$ cat src/rtl/traffic_light_safety_monitor.sv
// traffic_light_safety_monitor
// Conflict-monitor stage between the 4-way traffic controller FSM and the lamp drivers.
// Every cycle the four 2-bit controller codes are checked for unsafe conditions. While no
// fault is present, the lamps are a registered one-hot decode of the codes. When a check
// fails, the first fault is latched and the lamps are forced to solid all-red. The block
// then flashes red until a clear request arrives while the inputs are safe.
//
// Ports:
//   clk          system clock, rising edge
//   reset        asynchronous active-low reset
//   NS/EW/SN/WE_light  controller codes: 00 RED, 01 YELLOW, 10 GREEN, 11 invalid
//   clr_fault    single-cycle fault-clear request (honoured only in the flash state)
//   NS/EW/SN/WE_lamp   one-hot {R,Y,G} lamp drives; 000 = all lamps off
//   fault        high in any fault state
//   fault_code   latched cause: 0 none, 1 conflict, 2 invalid, 3 green-to-red skip,
//                4 short yellow
//   fault_count  (only with TRAFFIC_FAULT_COUNT_EN) saturating count of faults entered
//
// Optional feature macro: TRAFFIC_FAULT_COUNT_EN adds the fault_count output.

module traffic_light_safety_monitor #(
    parameter int unsigned MIN_YELLOW     = 3,
    parameter int unsigned ALL_RED_CYCLES = 4,
    parameter int unsigned FLASH_HALF     = 5
) (
    input  logic       clk,
    input  logic       reset,
    input  logic [1:0] NS_light,
    input  logic [1:0] EW_light,
    input  logic [1:0] SN_light,
    input  logic [1:0] WE_light,
    input  logic       clr_fault,
    output logic [2:0] NS_lamp,
    output logic [2:0] EW_lamp,
    output logic [2:0] SN_lamp,
    output logic [2:0] WE_lamp,
    output logic       fault,
    output logic [2:0] fault_code
`ifdef TRAFFIC_FAULT_COUNT_EN
    ,
    output logic [7:0] fault_count
`endif
);

    localparam logic [1:0] CodeRed    = 2'b00;
    localparam logic [1:0] CodeYellow = 2'b01;
    localparam logic [1:0] CodeGreen  = 2'b10;
    localparam logic [1:0] CodeBad    = 2'b11;

    localparam logic [2:0] LampRed = 3'b100;
    localparam logic [2:0] LampOff = 3'b000;

    localparam int unsigned YW        = $clog2(MIN_YELLOW + 1);
    localparam int unsigned TIMER_MAX = (ALL_RED_CYCLES > FLASH_HALF) ? ALL_RED_CYCLES
                                                                      : FLASH_HALF;
    localparam int unsigned TW        = $clog2(TIMER_MAX + 1);

    typedef enum logic [1:0] {StNormal, StFaultRed, StFlash} state_e;

    state_e          state;
    logic [1:0]      cur  [4];  // index order: NS, EW, SN, WE
    logic [1:0]      prev [4];
    logic [YW-1:0]   ycnt [4];
    logic [TW-1:0]   timer;

    logic            conflict, invalid, skip, short_yel;
    logic [2:0]      det_code;
    logic            det_fault;

    assign cur[0] = NS_light;
    assign cur[1] = EW_light;
    assign cur[2] = SN_light;
    assign cur[3] = WE_light;

    function automatic logic [2:0] decode(input logic [1:0] code);
        case (code)
            CodeYellow: decode = 3'b010;
            CodeGreen:  decode = 3'b001;
            default:    decode = LampRed;
        endcase
    endfunction

    // Axis A = {NS, SN}, axis B = {EW, WE}; both axes showing non-red is a conflict.
    always_comb begin
        conflict  = ((cur[0] != CodeRed) || (cur[2] != CodeRed)) &&
                    ((cur[1] != CodeRed) || (cur[3] != CodeRed));
        invalid   = 1'b0;
        skip      = 1'b0;
        short_yel = 1'b0;
        for (int i = 0; i < 4; i++) begin
            if (cur[i] == CodeBad) invalid = 1'b1;
            if (prev[i] == CodeGreen && cur[i] == CodeRed) skip = 1'b1;
            // Uses the yellow count before this cycle's update.
            if (prev[i] == CodeYellow && cur[i] == CodeRed && ycnt[i] < YW'(MIN_YELLOW))
                short_yel = 1'b1;
        end
        if (conflict)       det_code = 3'd1;
        else if (invalid)   det_code = 3'd2;
        else if (skip)      det_code = 3'd3;
        else if (short_yel) det_code = 3'd4;
        else                det_code = 3'd0;
        det_fault = (det_code != 3'd0);
    end

    always_ff @(posedge clk or negedge reset) begin
        if (!reset) begin
            state      <= StNormal;
            NS_lamp    <= LampRed;
            EW_lamp    <= LampRed;
            SN_lamp    <= LampRed;
            WE_lamp    <= LampRed;
            fault      <= 1'b0;
            fault_code <= 3'd0;
            timer      <= '0;
            for (int i = 0; i < 4; i++) begin
                prev[i] <= CodeRed;
                ycnt[i] <= '0;
            end
`ifdef TRAFFIC_FAULT_COUNT_EN
            fault_count <= 8'd0;
`endif
        end else begin
            // History tracking runs in every state.
            for (int i = 0; i < 4; i++) begin
                prev[i] <= cur[i];
                if (cur[i] != CodeYellow)            ycnt[i] <= '0;
                else if (ycnt[i] < YW'(MIN_YELLOW))  ycnt[i] <= ycnt[i] + 1'b1;
            end

            case (state)
                StNormal: begin
                    if (det_fault) begin
                        state      <= StFaultRed;
                        fault      <= 1'b1;
                        fault_code <= det_code;
                        timer      <= '0;
                        NS_lamp    <= LampRed;
                        EW_lamp    <= LampRed;
                        SN_lamp    <= LampRed;
                        WE_lamp    <= LampRed;
`ifdef TRAFFIC_FAULT_COUNT_EN
                        if (fault_count != 8'hFF) fault_count <= fault_count + 8'd1;
`endif
                    end else begin
                        NS_lamp <= decode(NS_light);
                        EW_lamp <= decode(EW_light);
                        SN_lamp <= decode(SN_light);
                        WE_lamp <= decode(WE_light);
                    end
                end
                StFaultRed: begin
                    if (timer == TW'(ALL_RED_CYCLES - 1)) begin
                        state <= StFlash;
                        timer <= '0;
                    end else begin
                        timer <= timer + 1'b1;
                    end
                end
                StFlash: begin
                    if (clr_fault && !det_fault) begin
                        state      <= StNormal;
                        fault      <= 1'b0;
                        fault_code <= 3'd0;
                        timer      <= '0;
                        NS_lamp    <= decode(NS_light);
                        EW_lamp    <= decode(EW_light);
                        SN_lamp    <= decode(SN_light);
                        WE_lamp    <= decode(WE_light);
                    end else if (timer == TW'(FLASH_HALF - 1)) begin
                        timer <= '0;
                        // All lamps move together, so NS_lamp carries the flash phase.
                        NS_lamp <= (NS_lamp == LampRed) ? LampOff : LampRed;
                        EW_lamp <= (NS_lamp == LampRed) ? LampOff : LampRed;
                        SN_lamp <= (NS_lamp == LampRed) ? LampOff : LampRed;
                        WE_lamp <= (NS_lamp == LampRed) ? LampOff : LampRed;
                    end else begin
                        timer <= timer + 1'b1;
                    end
                end
                default: state <= StNormal;
            endcase
        end
    end

endmodule

$ cat config.mk
export PLATFORM = sky130hd
export DESIGN_NAME = traffic_light_safety_monitor
export DESIGN_NICKNAME = d
export VERILOG_FILES = /design/src/rtl/traffic_light_safety_monitor.sv
export SDC_FILE = /design/constraint.sdc
export NUM_CORES = 1
export LEC_CHECK = 0
export ABC_CLOCK_PERIOD_IN_PS = 6500
export BUFFER_PORTS_ARGS = -buffer_cell sky130_fd_sc_hd__clkbuf_2
export CAP_MARGIN = 40
export CORE_MARGIN = 4
export CORE_UTILIZATION = 62
export CTS_CLUSTER_SIZE = 20
export DETAILED_ROUTE_END_ITERATION = 12
export GPL_TIMING_DRIVEN = 0
export PLACE_DENSITY = 0.95
export SYNTH_ARGS = -nofsm -noshare
export SYNTH_HDL_FRONTEND = slang
export SYNTH_SLANG_ARGS = --single-unit
$ cat constraint.sdc
create_clock -name clk -period 6.5 [get_ports clk]
set_clock_uncertainty 0.1 [all_clocks]
set_input_delay 1.3 -clock clk [delete_from_list [all_inputs] [get_ports clk]]
set_output_delay 1.3 -clock clk [all_outputs]
set_load 0.005 [all_outputs]
==> impl_metrics.py, run 1 <==
metrics = {
    "clock_network": {
        "post_cts_buffers": 0,
        "cts_tree": "built",
        "clk_pin_slew_worst_paths_ns": 0.11,
        "cts_buffers": 5,
        "htree_num_levels": 2,
        "cts.sinks": 37,
        "clk_latency_ns": 0.36,
        "cts-root-buf": "clkbuf_4",
        "cts.repair.resized": 0,
        "cts_hold_buf": 0,
        "cts_buffer_depth": 2,
    },
    "die": {
        "core_region_area_um2": 3360,
        "die-area_um2": 4530,
        "die_x_um": 67.3,
        "ios": 27,
        "die_y_um": 67.3,
        "start_util_pct": 64.8,
        "rows": 21,
    },
    "critical_path": {
        "crit_chain": "clkbuf_2, inv_1, ha_1, nor4bb_1, nor4_1, inv_1, nor3_2, buf_4, o21ai_0, a22o_1",
        "r2r-end": "NS_lamp[2]$_DFFE_PN1P_",
        "arrival_ns": 3.55,
        "path_max_fanout": 10,
        "critPathMaxStageDelay_ns": 0.51,
        "critPathCaptureType": "flip-flop",
        "r2r-start": "ycnt[0]$_DFFE_PN0P_",
        "reg2reg_depth": 8,
        "critPathTopFamily": "simple AND/OR/NAND/NOR gates",
        "path_class": "in -> reg",
        "cp_num_buf_inv": 4,
        "crit_slowest_cell": "nor4_1",
        "cp_common_cell": "inv_1",
        "required_ns": 6.70,
        "worstSetupStartpointType": "input port",
        "reg2reg_slack_ns": 4.03,
    },
    "placed_design": {
        "dp_hpwl_mm": 3.34,
        "routabilityCongestion": 0.831,
        "place_area_um2": 2400,
        "numPortBuffers": 26,
        "place_inst": 275,
    },
    "final_layout": {
        "mostFrequentLayoutCells": "dfrtp_1 (33), ha_1 (31), inv_1 (27)",
        "areaGrowthSynthToFinish_pct": 12.4,
        "fin_area_um2": 2450,
        "final_cells": 283,
        "fin_nets": 278,
        "final_layout_size_suffix_gt1_share_pct": 20.7,
        "final_common_cell": "dfrtp_1",
        "antennaDiodeCount": 0,
    },
    "power_and_ir_drop": {
        "leakagePower_nw": 1.20,
        "powerDensity_nw_per_um2": 251,
        "ir_worst_vdd_mv": 0.253,
    },
    "timing": {
        "finalHoldViolCount": 0,
        "slew_violations": 0,
        "max_slew.worst_pin.slew_ns": 0.544,
        "rsz0062_at_grt": "false",
        "max_clock_freq_mhz": 299,
        "relSlewSlack_pct": 63.4,
        "fin_crit_sh_pct": 51.5,
        "min_period_ns": 3.35,
        "setup_violations": 0,
        "fin_hold_ws_ns": 0.418,
        "finalSetupTns_ns": 0,
    },
    "global_routing": {
        "grt_max_degree": 27,
        "gr-usage-all-layers_pct": 24.1,
        "first_global_vias": 1608,
        "overflow": 0,
        "antenna_found_initial": 0,
        "grt_pass1_wl_mm": 7.98,
    },
    "synthesis": {
        "synthArstFlopShare_pct": 100,
        "ys_seq_area_share_pct": 42.7,
        "synth.area.top_cells": "dfrtp_1 (38%), ha_1 (18%), mux2i_1 (6.4%), dfstp_2 (4.8%), inv_1 (4.6%)",
        "ys_ff_latch": 37,
        "synth_nets": 244,
        "netlist_area_um2": 2180,
        "yosysUniqueCellTypes": 43,
        "ys_warn_count": 0,
        "synth_flop_cell": "dfrtp_1",
        "yosysTopAreaCellShare_pct": 37.9,
        "netlist_instances": 202,
        "synth_edf_count": 0,
        "yosysTopAreaCell": "dfrtp_1",
        "postSynthAreaPerCell_um2": 10.8,
    },
    "min_path": {
        "hold_path.class": "reg -> reg",
        "hp-start": "WE_lamp[2]$_DFFE_PN1P_",
        "holdPathStages": 2,
        "min_to": "WE_lamp[2]$_DFFE_PN1P_",
    },
    "drt": {
        "vias": 1578,
        "wl_mm": 4.62,
        "wl_per_cell_um": 16.3,
        "firstDrtPassIters": 5,
        "initialDrtViolationCount": 51,
        "drtAntennaViolNets": 0,
        "drc_errors": 0,
        "via_per_inst": 5.58,
    },
    "run_status": {
        "status": "completed",
    },
    "flow_run": {
        "maxCapViolations": 0,
    },
}
==> cell families after synthesis <==
family | Yosys count | share of synthesized area (%)
XOR/XNOR | 4 | 1.61
flip-flops | 37 | 42.7
buffers and inverters | 33 | 6.08
adder cells (fa/ha/maj) | 31 | 17.8
AO/OA/AOI/OAI | 33 | 11.2
multiplexers | 16 | 7.46
AND/OR/NAND/NOR | 48 | 13.2
==> worst register-to-register path: cells and delay by family (launching register included) <==
| family | cells | cell delay (ns) |
|---|---|---|
| compound gates | 2 | 0.35 |
| simple gates | 3 | 0.92 |
| fa+ha+maj | 1 | 0.24 |
| flops | 1 | 0.38 |
| buf+inv | 2 | 0.43 |
==> flip-flops by register name (all words and copies together) (netlist names) <==
signal / cells
fault: 1
timer: 3
SN_lamp: 3
NS_lamp: 3
fault_code: 3
state: 2
EW_lamp: 3
ycnt: 8
prev: 8
WE_lamp: 3
==> cells in the mapped netlist (all sizes together) (2+ instances only) <==
cell type and instances:
nor4bb 4, clkbuf 3, xnor2 4, inv 27
and2 4, a21oi 2, dfrtp 33, or2 2
ha 31, nand2 14, a22oi 3, a22o 4
nor2 5, buf 3, o21ai 10, a31oi 3
a32o 2, nand2b 2, nor2b 8, mux2 2
dfstp 4, o22ai 2, mux2i 14
==> per-stage QoR <==
step	setup slack, ns	power [mW]	util, %
after floorplan	3.14	0.432	-
after global placement	2.91	0.479	70.4
after detailed placement	2.84	0.494	71.2
after CTS	3.19	0.617	72.9
after global routing	2.99	0.657	72.9
final	3.15	0.615	72.9
==> how the worst max path moves through the flow <==
stage	start	endpoint	slack [ns]	depth (start not counted)
floorplan	EW_light[0]	state[0]$_DFFE_PN0P_	3.14	8
global placement	EW_light[0]	state[0]$_DFFE_PN0P_	2.91	9
detailed placement	EW_light[0]	state[0]$_DFFE_PN0P_	2.84	9
CTS	SN_light[0]	NS_lamp[2]$_DFFE_PN1P_	3.19	10
global route	SN_light[0]	WE_lamp[2]$_DFFE_PN1P_	2.99	10
finish	SN_light[0]	NS_lamp[2]$_DFFE_PN1P_	3.15	10
==> where the power goes <==
part	switching, mW	total [mW]	leakage [nW]	internal (mW)
clock network	0.0787	0.119	0.0310	0.0407
registers	0.0201	0.280	0.466	0.260
logic	0.117	0.215	0.700	0.0982
total	0.216	0.615	1.20	0.399
==> per-layer routing <==
| metal | vias up | routed length, um | GRT usage, % |
|---|---|---|---|
| met5 | - | 0 | 0 |
| met4 | 0 | 68 | 8.10 |
| met3 | 8 | 265 | 6.16 |
| met2 | 65 | 2350 | 40.7 |
| met1 | 745 | 1940 | 30.1 |
| li1 | 760 | - | - |
==> cell type report <==
cell class | count | area, um2
buffer | 6 | 31.3
clock buffer | 5 | 37.5
clock inverter | 3 | 17.5
fill | 231 | 912
inverter | 27 | 101
multi-input combinational | 132 | 1120
sequential | 37 | 931
tap | 46 | 57.6
timing repair buffer | 27 | 158
(Power assumes the default switching activity.)
==> run 2: changes to the inputs <==
Settings changed: ABC_CLOCK_PERIOD_IN_PS 6500 to 3000, CORE_UTILIZATION 62 to 52, PLACE_DENSITY 0.95 to 0.87.
Clock period 6.5 ns to 3 ns, I/O delays scaled along.
==> impl_metrics.py, run 2 (synthesized netlist as in run 1, its figures left out) <==
metrics = {
    "final_layout": {
        "regArea_um2": 931,
        "num-fill-cells": 339,
        "final_layout_size_suffix_gt1_share_pct": 20.7,
        "mostFrequentLayoutCells": "dfrtp_1 (33), ha_1 (31), inv_1 (27)",
        "multiInputGateArea_um2": 1120,
        "final_cells": 287,
        "areaGrowthSynthToFinish_pct": 14.1,
        "reg.largest.list": "prev: 8 flops, ycnt: 8 flops",
        "fin_nets": 278,
        "final_common_cell": "dfrtp_1",
        "antennaDiodeCount": 0,
        "fin_area_um2": 2490,
    },
    "power_and_ir_drop": {
        "switchingPower_mw": 0.462,
        "clock_power_share_pct": 24.4,
        "internal-power_mw": 0.935,
        "p_sw_share_pct": 33.1,
        "powerDensity_nw_per_um2": 562,
        "share_seq_of_total_power_pct": 43.3,
        "ir_worst_vdd_mv": 0.459,
        "combinationalPowerShare_pct": 32.3,
        "leakagePower_nw": 1.21,
    },
    "clock_network": {
        "cts-root-buf": "clkbuf_8",
        "clk_pin_slew_worst_paths_ns": 0.08,
        "cts_buffers": 5,
        "clk_latency_ns": 0.30,
        "cts_buffer_depth": 2,
        "post_cts_buffers": 0,
        "cts_tree": "built",
        "cts_hold_buf": 0,
        "cts.sinks": 37,
        "cts.repair.resized": 0,
        "htree_num_levels": 2,
    },
    "critical_path": {
        "cp.depth": 10,
        "reg2reg_depth": 8,
        "path_class": "in -> reg",
        "critPathCaptureType": "flip-flop",
        "worstSetupStartpointType": "input port",
        "path_max_fanout": 10,
        "critPathMaxStageDelay_ns": 0.48,
        "required_ns": 3.12,
        "critPathTopFamily": "simple AND/OR/NAND/NOR gates",
        "crit_chain": "clkbuf_2, inv_1, ha_1, nor4bb_1, nor4_1, inv_1, nor3_2, buf_4, o21ai_0, a22o_1",
        "cp_common_cell": "inv_1",
        "cp_num_buf_inv": 4,
        "arrival_ns": 2.74,
        "crit_slowest_cell": "nor4_1",
    },
    "drt": {
        "drc_errors": 0,
        "vias": 1525,
        "wl_per_cell_um": 14.6,
        "wl_mm": 4.20,
        "drtAntennaViolNets": 0,
        "via_per_inst": 5.31,
        "initialDrtViolationCount": 109,
        "firstDrtPassIters": 4,
    },
    "placed_design": {
        "routabilityCongestion": 0.870,
        "place_inst": 279,
        "numPortBuffers": 26,
        "place_ws_ns": 0.0621,
        "place_area_um2": 2400,
        "dp_hpwl_mm": 3.29,
    },
    "die": {
        "rows": 23,
        "die-area_um2": 5290,
        "die_y_um": 72.8,
        "start_util_pct": 54.1,
        "ios": 27,
        "core_region_area_um2": 4030,
        "die_x_um": 72.8,
    },
    "global_routing": {
        "overflow": 0,
        "first_global_vias": 1540,
        "gr-usage-all-layers_pct": 17.4,
        "grt_max_degree": 27,
        "antenna_found_initial": 0,
        "grt_pass1_wl_mm": 6.91,
    },
    "timing": {
        "fin_ws_ns": 0.373,
        "max_slew.worst_pin.slew_ns": 0.500,
        "min_period_ns": 2.63,
        "max_clock_freq_mhz": 381,
        "finalSetupTns_ns": 0,
        "slew_violations": 0,
        "relSlewSlack_pct": 66.4,
        "setup_violations": 0,
        "fin_hold_ws_ns": 0.0989,
        "finalHoldViolCount": 0,
        "fin_crit_sh_pct": 87.6,
        "rsz0062_at_grt": "false",
    },
    "run_status": {
        "status": "completed",
    },
    "flow_run": {
        "maxCapViolations": 0,
    },
    "min_path": {
        "hold_path.class": "in -> async",
    },
}
## run 2: cell counts in the layout (fill, tap and decap cells not counted)
Identical to the previous run, type by type.
## run 2: path summary, 6_finish.rpt
check | start | endpoint | slack, ns
worst max-delay path | SN_light[0] | NS_lamp[2]$_DFFE_PN1P_ | 0.37
worst min-delay path | reset | fault_code[0]$_DFFE_PN0P_ | 0.1
worst max register to register | ycnt[2]$_DFFE_PN0P_ | NS_lamp[2]$_DFFE_PN1P_ | 0.62
worst min register to register | SN_lamp[2]$_DFFE_PN1P_ | SN_lamp[2]$_DFFE_PN1P_ | 0.38
max in group asynchronous | reset | NS_lamp[2]$_DFFE_PN1P_ | 2.18
min in group clk | WE_light[1] | prev[1]$_DFF_PN0_ | 0.36
## run 2: metrics by stage
| stage | power, mW | utilization [%] |
|---|---|---|
| 2_1_floorplan | 0.937 | - |
| 3_5_place_dp | 1.07 | 59.6 |
| 4_1_cts | 1.41 | 61.7 |
| 6_report | 1.40 | 61.7 |
| 3_3_place_gp | 1.04 | 58.9 |
| 5_1_grt | 1.49 | 61.7 |
## run 2: layout make-up
| class | count | area share [%] |
|---|---|---|
| flip-flops and latches | 37 | 37.4 |
| multi-input cells | 132 | 44.9 |
| clock inverters | 3 | 0.704 |
| plain buffers | 6 | 1.26 |
| well taps | 50 | 2.52 |
| inverters | 27 | 4.07 |
| repair buffers | 27 | 6.34 |
| clock buffers | 5 | 2.77 |
## run 2: power by group through the flow
stage / sequential (mW) / combinational (mW) / clock, mW
2_1_floorplan: 0.607 / 0.330 / 0
3_3_place_gp: 0.611 / 0.432 / 0
3_5_place_dp: 0.614 / 0.453 / 0
4_1_cts: 0.606 / 0.455 / 0.349
5_1_grt: 0.613 / 0.498 / 0.376
6_report: 0.605 / 0.452 / 0.341
## run 2: metal layers
layer	routed length, um	track usage (%)
met5	0	0
met4	96	8.81
met3	176	4.68
met2	2020	27.1
met1	1900	22.3
